===== src/rtl/native_to_axi4_master.sv =====
// native_to_axi4_master: bridges a native memory-controller style command/data
// port onto a single-beat AXI4 master. Only one transaction is in flight at a time.
// Optional feature: define NATIVE_TO_AXI4_RESP_CHECK_EN to latch a sticky
// resp_err flag on any non-OKAY B or R response. Without it, responses are ignored.
module native_to_axi4_master #(
  parameter int ADDR_WIDTH = 27,
  parameter int DATA_WIDTH = 256
) (
  input  logic                    axi_aclk,
  input  logic                    axi_resetn,
  // native command port
  input  logic [ADDR_WIDTH-1:0]   app_addr,
  input  logic [2:0]              app_cmd,
  input  logic                    app_en,
  output logic                    app_rdy,
  output logic                    init_calib_complete,
  // native write data
  input  logic [DATA_WIDTH-1:0]   app_wdf_data,
  input  logic [DATA_WIDTH/8-1:0] app_wdf_mask,
  input  logic                    app_wdf_wren,
  input  logic                    app_wdf_end,
  output logic                    app_wdf_rdy,
  // native read data
  output logic [DATA_WIDTH-1:0]   app_rd_data,
  output logic                    app_rd_data_valid,
  output logic                    app_rd_data_end,
  // AXI4 write address
  output logic [ADDR_WIDTH-1:0]   axi_awaddr,
  output logic [7:0]              axi_awlen,
  output logic [2:0]              axi_awsize,
  output logic [1:0]              axi_awburst,
  output logic                    axi_awvalid,
  input  logic                    axi_awready,
  // AXI4 write data
  output logic [DATA_WIDTH-1:0]   axi_wdata,
  output logic [DATA_WIDTH/8-1:0] axi_wstrb,
  output logic                    axi_wlast,
  output logic                    axi_wvalid,
  input  logic                    axi_wready,
  // AXI4 write response
  input  logic [1:0]              axi_bresp,
  input  logic                    axi_bvalid,
  output logic                    axi_bready,
  // AXI4 read address
  output logic [ADDR_WIDTH-1:0]   axi_araddr,
  output logic [7:0]              axi_arlen,
  output logic [2:0]              axi_arsize,
  output logic [1:0]              axi_arburst,
  output logic                    axi_arvalid,
  input  logic                    axi_arready,
  // AXI4 read data
  input  logic [DATA_WIDTH-1:0]   axi_rdata,
  input  logic [1:0]              axi_rresp,
  input  logic                    axi_rlast,
  input  logic                    axi_rvalid,
  output logic                    axi_rready,
  output logic                    resp_err
);

  localparam int          STRB_W = DATA_WIDTH / 8;
  localparam logic [2:0]  SIZE   = 3'($clog2(STRB_W));

  typedef enum logic [2:0] {
    S_NOP, S_IDLE, S_WR_DATA, S_WR_ADDR_DATA, S_WR_RESP, S_RD_ADDR, S_RD_DATA
  } state_t;

  state_t                r_state;
  logic [ADDR_WIDTH-1:0] r_addr;
  logic [DATA_WIDTH-1:0] r_wdata;
  logic [STRB_W-1:0]     r_mask;
  logic [DATA_WIDTH-1:0] r_rdata;
  logic                  r_init, r_app_rdy, r_wdf_rdy, r_rd_vld;
  logic                  r_awvalid, r_wvalid, r_bready, r_arvalid, r_rready;
`ifdef NATIVE_TO_AXI4_RESP_CHECK_EN
  logic                  r_resp_err;
`endif

  // rlast is meaningless for single-beat reads; wdf_end carries no extra info here
  wire w_unused = ^{axi_rlast, app_wdf_end, axi_bresp, axi_rresp};

  // Main FSM: every output is a register updated together with the state
  always_ff @(posedge axi_aclk or negedge axi_resetn) begin
    if (!axi_resetn) begin
      r_state   <= S_NOP;
      r_addr    <= '0;
      r_wdata   <= '0;
      r_mask    <= '0;
      r_rdata   <= '0;
      r_init    <= 1'b0;
      r_app_rdy <= 1'b0;
      r_wdf_rdy <= 1'b0;
      r_rd_vld  <= 1'b0;
      r_awvalid <= 1'b0;
      r_wvalid  <= 1'b0;
      r_bready  <= 1'b0;
      r_arvalid <= 1'b0;
      r_rready  <= 1'b0;
`ifdef NATIVE_TO_AXI4_RESP_CHECK_EN
      r_resp_err <= 1'b0;
`endif
    end else begin
      r_rd_vld <= 1'b0;  // read-return strobe is a one-cycle pulse
      case (r_state)
        S_NOP: begin
          r_state   <= S_IDLE;
          r_init    <= 1'b1;
          r_app_rdy <= 1'b1;
        end
        S_IDLE: begin
          if (app_en) begin
            case (app_cmd)
              3'd0: begin
                r_addr    <= app_addr;
                r_app_rdy <= 1'b0;
                r_wdf_rdy <= 1'b1;
                r_state   <= S_WR_DATA;
              end
              3'd1: begin
                r_addr    <= app_addr;
                r_app_rdy <= 1'b0;
                r_arvalid <= 1'b1;
                r_state   <= S_RD_ADDR;
              end
              default: ;  // unsupported command: swallowed, stay ready
            endcase
          end
        end
        S_WR_DATA: begin
          if (app_wdf_wren) begin
            r_wdata   <= app_wdf_data;
            r_mask    <= app_wdf_mask;
            r_wdf_rdy <= 1'b0;
            r_awvalid <= 1'b1;
            r_wvalid  <= 1'b1;
            r_state   <= S_WR_ADDR_DATA;
          end
        end
        S_WR_ADDR_DATA: begin
          if (axi_awready) r_awvalid <= 1'b0;
          if (axi_wready)  r_wvalid  <= 1'b0;
          // a channel is done if it already dropped valid or handshakes now
          if ((!r_awvalid || axi_awready) && (!r_wvalid || axi_wready)) begin
            r_bready <= 1'b1;
            r_state  <= S_WR_RESP;
          end
        end
        S_WR_RESP: begin
          if (axi_bvalid) begin
            r_bready  <= 1'b0;
            r_app_rdy <= 1'b1;
            r_state   <= S_IDLE;
`ifdef NATIVE_TO_AXI4_RESP_CHECK_EN
            if (axi_bresp != 2'b00) r_resp_err <= 1'b1;
`endif
          end
        end
        S_RD_ADDR: begin
          if (axi_arready) begin
            r_arvalid <= 1'b0;
            r_rready  <= 1'b1;
            r_state   <= S_RD_DATA;
          end
        end
        S_RD_DATA: begin
          if (axi_rvalid) begin
            r_rdata   <= axi_rdata;
            r_rready  <= 1'b0;
            r_rd_vld  <= 1'b1;
            r_app_rdy <= 1'b1;
            r_state   <= S_IDLE;
`ifdef NATIVE_TO_AXI4_RESP_CHECK_EN
            if (axi_rresp != 2'b00) r_resp_err <= 1'b1;
`endif
          end
        end
        default: r_state <= S_NOP;
      endcase
    end
  end

  assign app_rdy             = r_app_rdy;
  assign init_calib_complete = r_init;
  assign app_wdf_rdy         = r_wdf_rdy;
  assign app_rd_data         = r_rdata;
  assign app_rd_data_valid   = r_rd_vld;
  assign app_rd_data_end     = r_rd_vld;

  assign axi_awaddr  = r_addr;
  assign axi_awlen   = 8'd0;
  assign axi_awsize  = SIZE;
  assign axi_awburst = 2'b01;
  assign axi_awvalid = r_awvalid;
  assign axi_wdata   = r_wdata;
  assign axi_wstrb   = ~r_mask;
  assign axi_wlast   = r_wvalid;
  assign axi_wvalid  = r_wvalid;
  assign axi_bready  = r_bready;
  assign axi_araddr  = r_addr;
  assign axi_arlen   = 8'd0;
  assign axi_arsize  = SIZE;
  assign axi_arburst = 2'b01;
  assign axi_arvalid = r_arvalid;
  assign axi_rready  = r_rready;

`ifdef NATIVE_TO_AXI4_RESP_CHECK_EN
  assign resp_err = r_resp_err;
`else
  assign resp_err = 1'b0;
`endif

endmodule


===== config.mk =====
export PLATFORM = sky130hd
export DESIGN_NAME = native_to_axi4_master
export DESIGN_NICKNAME = d
export VERILOG_FILES = /design/src/rtl/native_to_axi4_master.sv
export SDC_FILE = /design/constraint.sdc
export NUM_CORES = 1
export LEC_CHECK = 0
export CAP_MARGIN = 20
export CORE_AREA = 5 5 475 477
export CTS_BUF_LIST = sky130_fd_sc_hd__clkbuf_16
export DETAILED_ROUTE_END_ITERATION = 16
export DIE_AREA = 0 0 480 482
export PLACE_DENSITY = 0.3
export SYNTH_ARGS = -nofsm -noshare
export SYNTH_HDL_FRONTEND = slang
export SYNTH_SLANG_ARGS = --single-unit

===== constraint.sdc =====
create_clock -name axi_aclk -period 3.26 [get_ports axi_aclk]
set_input_delay 0.978 -clock axi_aclk [delete_from_list [all_inputs] [get_ports axi_aclk]]
set_output_delay 0.978 -clock axi_aclk [all_outputs]
set_load 0.01 [all_outputs]

# After elaboration in Yosys (flattened, before gate mapping)
# Index checks and enable logic that the tools add are counted.
[op_classes] eq_ne=19 bitwise=1 n_reduce_logical=25 muxes=34
[ops] operator="NOT 32 bit" count=1
[ops] operator="case mux 3 bit (7 select lines)" count=1
[ops] operator="!= test 2 bit, second input constant" count=10
[ops] operator="2-to-1 mux 1 bit" count=19
[ops] operator="2-to-1 mux 3 bit" count=6
[ops] operator="AND reduction 3 bit" count=5
[ops] operator="case mux 1 bit (2 select lines)" count=6
[ops] operator="nonzero test 2 bit" count=5
[ops] operator="== test 3 bit, second input constant" count=3
[ops] operator="AND reduction 4 bit" count=2
[ops] operator="AND reduction 7 bit" count=1
[ops] operator="== test 3 x 1 -> 1 bit, second input constant" count=2
[ops] operator="== test 3 x 2 -> 1 bit, second input constant" count=2
[ops] operator="zero test 3 bit" count=2
[ops] operator="case mux 3 bit (2 select lines)" count=1
[ops] operator="AND reduction 5 bit" count=1
[ops] operator="case mux 1 bit (4 select lines)" count=1
[ops] operator="AND reduction 2 bit" count=2
[ops] operator="nonzero test 4 bit" count=1
[ops] operator="!= test 3 x 2 -> 1 bit, second input constant" count=1
[ops] operator="zero test 1 bit" count=2
[ops] operator="logical OR 1 bit" count=2
[ops] operator="!= test 2 x 1 -> 1 bit, second input constant" count=1
[ops] operator="OR reduction 2 bit" count=1
[ops] operator="logical AND 1 bit" count=1
[word_totals] wordCells=93 output_inout_bits=636 reg_bits=583

# Longest topological paths before layout
# Gate-level depths: netlist (run 1).
[depth] ltp_word=5 depth_mapped=8 depth_no_buf=4

# Worst setup path before layout (run 1)
# No wires, ideal clock.
[synth_path] kind="input to register" start="input port app_cmd[2]" end="register r_addr[10], in the netlist axi_araddr[10]" stages=5 t_arrival_ns=2.274 required_ns=3.135 setup_ns=0.125 slack_ns=0.861 path_buffers=2 cell_sequence="or3b_1 -> or3_1 -> buf_6 -> buf_12 -> mux2_4"
[synth_between] elab_chain_len=3 word_cells_on_any_way=4 cone_classes="1 x eq/ne; 3 x reduce/logical"
[synth_lines] element="start, declared" line_no="13" rtl="input logic [2:0] app_cmd,"
[synth_lines] element="== test 3 x 1 -> 1 bit or zero test 3 bit (tied branches)" line_no="111" rtl="case (app_cmd)"
[synth_lines] element="OR reduction 2 bit (no source line) (*)"
[synth_lines] element="AND reduction 3 bit (no source line) (*)"
[synth_lines] element="end signal, assigned" line_no="113" rtl="r_addr <= app_addr;"
[synth_lines] element="end signal, assigned" line_no="119" rtl="r_addr <= app_addr;"
[synth_lines] element="end, declared" line_no="68" rtl="logic [ADDR_WIDTH-1:0] r_addr;"
# Every way passes the cells marked *; elsewhere a longest branch is shown, timed or not.
# A chain may end at the register's enable or synchronous reset.

# Final worst setup path (run 1)
[layout_path] start="register r_mask[19]" end="output port axi_wstrb[19]"
[layout_between] elab_chain_len=1
[layout_lines] element="start, declared" line_no="70" rtl="logic [STRB_W-1:0] r_mask;"
[layout_lines] element="start signal, assigned" line_no="131" rtl="r_mask <= app_wdf_mask;"
[layout_lines] element="NOT 32 bit" line_no="194" rtl="assign axi_wstrb = ~r_mask;"
[layout_lines] element="end, declared" line_no="36" rtl="output logic [DATA_WIDTH/8-1:0] axi_wstrb,"
# Every way passes these cells.

==> results.tsv, run 1 <==
stage	metric	value	unit
power_and_ir_drop	Sw Pwr	11.8	mW
clock_tree	# hold bufs at CTS	0	
finish	Finished Layout Cells	5671	
setup_path	Critical Path Start Type	register	
clock_tree	TritonCTS clock tree	yes	
clock_tree	Setup Fix Bufs, Post-CTS	0	
detailed_routing	via/cell ratio	2.89	
detailed_routing	drt first pass iters	4	
synth	top-area cell type share of the netlist area	65.5	%
finish	Final Util	18.3	%
detailed_routing	Iter 0 DRT Violations	348	
sta	Slew @ Worst Pin	0.670	ns
clock_tree	Num CTS Buffers	83	
finish	fin nets	3223	
clock_tree	post-CTS sizing	0	
floorplanning	# IOs	1225	
floorplanning	core area	221000	um^2
synth	Netlist cell types	31	
sta	Final period util	89.9	%
setup_path	Worst setup EP type	output pin	
clock_tree	clk root buf	clkbuf_16	
sta	Achievable Freq	341	MHz
sta	Fin. Hold Viols	0	
global_route	antenna violations before repair	37	
power_and_ir_drop	Comb power frac	41.9	%
clock_tree	CTS max path bufs	3	
synth	FFs w/ async S/R, synth	100	%
setup_path	crit path max fanout	2	
synth	sequential share of the synthesized area	65.5	%
power_and_ir_drop	Worst VDD drop	0.383	mV
detailed_routing	DRC Markers	0	
place	Placed Area	37900	um^2
clock_tree	H-tree Lvls	3	
status	status	completed	
floorplanning	row count	173	
synth	mapped cell area	22300	um^2
place	Port Buffers	1191	
power_and_ir_drop	Tot Pwr	36.2	mW
power_and_ir_drop	Leak Pwr	16.3	nW
global_route	GR Overflow Total	0	
place	Cells after DPL	5524	
synth	Synth area leader	dfrtp_1	
power_and_ir_drop	sw frac	32.7	%
synth	Synth Instances	1404	
global_route	pin count of the biggest net entering global routing	78	
detailed_routing	routed via count	16400	
finish	Final Cell Area	40400	um^2
synth	Post-synth EDFFs	0	
clock_tree	Clk Latency, worst-skew pair	0.68	ns
detailed_routing	Avg WL per Cell	21.0	um
place	Final HPWL DP	96000	um
sta	relative slew slack	55.3	%
sta	# setup viols final	0	
sta	RSZ-0062 raised after global routing	false	
floorplanning	Die Width	480	um
power_and_ir_drop	clock share of power	23.7	%
floorplanning	Die H	482	um
sta	Setup TNS	0	ns
setup_path	Crit path required time	2.28	ns
sta	Period minus WS final	2.93	ns
synth	YS warnings	0	
setup_path	CP Class	reg -> out	
setup_path	R2R depth	6	
run	Max Cap Viol	0	
synth	most frequent cell after synthesis	dfrtp_1	
finish	Filler cells	24200	
sta	Slew Viols, Final	0	
synth	ys flop type	dfrtp_1	
synth	FF+latch count, synth	583	
global_route	vias in the first global route	18500	
detailed_routing	Post-Route WL	119000	um
setup_path	Critical path origin	r_mask[19]$_DFFE_PN0P_	
clock_tree	clk slew on worst S/H paths	0.05	ns
floorplanning	Die Area	231000	um^2
place	GPL Wtd Cong	0.736	
power_and_ir_drop	P_int	24.4	mW
finish	Layout area overhead	81.3	%
setup_path	R2R Path End	app_rd_data[198]$_DFFE_PN0P_	
min_path	HP Class	in -> async	
floorplanning	initial core utilization	10.1	%
synth	Synth area leaders	dfrtp_1, mux2_2, buf_4	
global_route	gr usage total	9.88	%
power_and_ir_drop	sequential share of power	34.4	%
global_route	first-pass GRT wire length	160000	um
power_and_ir_drop	P per Cell Area	896	nW/um^2
synth	Syn Area/Cell	15.9	um^2
finish	layout cells sized above 1	26.0	%
detailed_routing	antenna-violating nets left	0	
clock_tree	Clock Sinks	583	
setup_path	flop-to-flop setup slack	1.00	ns
setup_path	Data arrival, critical path	1.95	ns
synth	most frequent cells after synthesis	dfrtp_1, mux2_2, buf_4	
sta	clk_skew	0.0285	ns
setup_path	reg2reg start	r_state[2]$_DFFE_PN0P_	
==> routing by layer <==
| metal | global-route usage [%] | part of all wire [%] | vias up |
|---|---|---|---|
| met5 | 0 | 0.15 | - |
| met4 | 2.37 | 2.1 | 32 |
| met3 | 6.16 | 13 | 156 |
| met2 | 17.3 | 50 | 852 |
| met1 | 9.86 | 35 | 8064 |
| li1 | - | - | 7271 |
==> state kept, by name, summed over array words and instances, names as in the netlist <==
| signal | cells |
|---|---|
| app_rd_data | 256 |
| app_rd_data_end | 1 |
| app_rdy | 1 |
| app_wdf_rdy | 1 |
| axi_araddr | 27 |
| axi_arvalid | 1 |
| axi_awvalid | 1 |
| axi_bready | 1 |
| axi_rready | 1 |
| axi_wdata | 256 |
| axi_wlast | 1 |
| init_calib_complete | 1 |
| r_mask | 32 |
| r_state | 3 |
==> layout make-up <==
cell class                 instances  area [um^2]  share of cell area (%)
timing repair buffer            1246        12600                    31.2
multi-input combinational        684         6860                    17.0
sequential                       583        14600                    36.1
inverter                          36          135                   0.334
antenna                           10         25.0                  0.0619
tap                             2975         3720                    9.21
clock inverter                    53          370                   0.916
clock buffer                      84         2100                    5.20
==> through the flow <==
step	setup WS [ns]	hold slack [ns]
floorplan	0.861	0.512
global placement	0.262	0.489
detailed placement	0.242	0.491
CTS	0.0832	0.211
global route	0.162	0.239
finish	0.330	0.289
==> worst max-delay path: stages (launching register included) <==
cell	delay, ns
dfrtp_1	0.35
inv_1	0.23
clkdlybuf4s50_1	0.70
==> placed cells by master, fill, tap and decap left out, drive strengths merged <==
cell type,instances
clkdlybuf4s50,1190
dfrtp,583
mux2,540
clkbuf,84
inv,62
buf,56
nand2,39
o21ai,37
conb,27
clkinv,22
diode,10
a21oi,8
nor2,6
nand2b,4
bufinv,4
nor2b,3
mux2i,3
a31o,2
nor3,2
a311oi,2
and2b,1
and2,1
o22ai,1
a211oi,1
or3b,1
or3,1
nor4,1
o31ai,1
o32a,1
a41oi,1
a31oi,1
clkinvlp,1
==> power groups by stage <==
stage	sequential, mW	combinational [mW]	clock, mW
2_1_floorplan	13.6	4.13	0
3_3_place_gp	12.6	15.8	0
3_5_place_dp	12.7	15.6	0
4_1_cts	12.6	15.7	9.13
5_1_grt	12.9	16.2	9.33
6_report	12.5	15.2	8.56
==> worst max path at each step <==
stage / cells after the start / endpoint
2_1_floorplan: 5 / axi_araddr[10]$_DFFE_PN0P_
3_3_place_gp: 6 / axi_wdata[247]$_DFFE_PN0P_
3_5_place_dp: 6 / axi_wdata[205]$_DFFE_PN0P_
4_1_cts: 2 / axi_wstrb[22]
5_1_grt: 2 / axi_wstrb[22]
6_report: 2 / axi_wstrb[19]
==> cells by family after synthesis <==
logic type | count (synthesis) | synth area share [%]
flops | 583 | 65.5
simple gates | 59 | 1.16
mux | 543 | 27.7
other cells | 2 | 0.0337
buf+inv | 162 | 4.23
compound gates | 55 | 1.38
No activity file was read; power rests on OpenSTA's default activity.
==> inputs of run 2 (changes only) <==
--- a/config.mk
+++ b/config.mk
@@ -7,3 +7,2 @@
 export LEC_CHECK = 0
-export CAP_MARGIN = 20
 export CORE_AREA = 5 5 475 477
--- a/constraint.sdc
+++ b/constraint.sdc
@@ -3,2 +3,2 @@
 set_output_delay 0.978 -clock axi_aclk [all_outputs]
-set_load 0.01 [all_outputs]
+set_load 0.005 [all_outputs]
==> results of run 2 <==
The final DEF is identical to that of run 1. Status: completed.
Main changes from that run: setup slack after layout 0.330 ns -> 0.363 ns; total power 36.2 mW -> 34.9 mW; worst IR drop on VDD 0.383 mV -> 0.357 mV
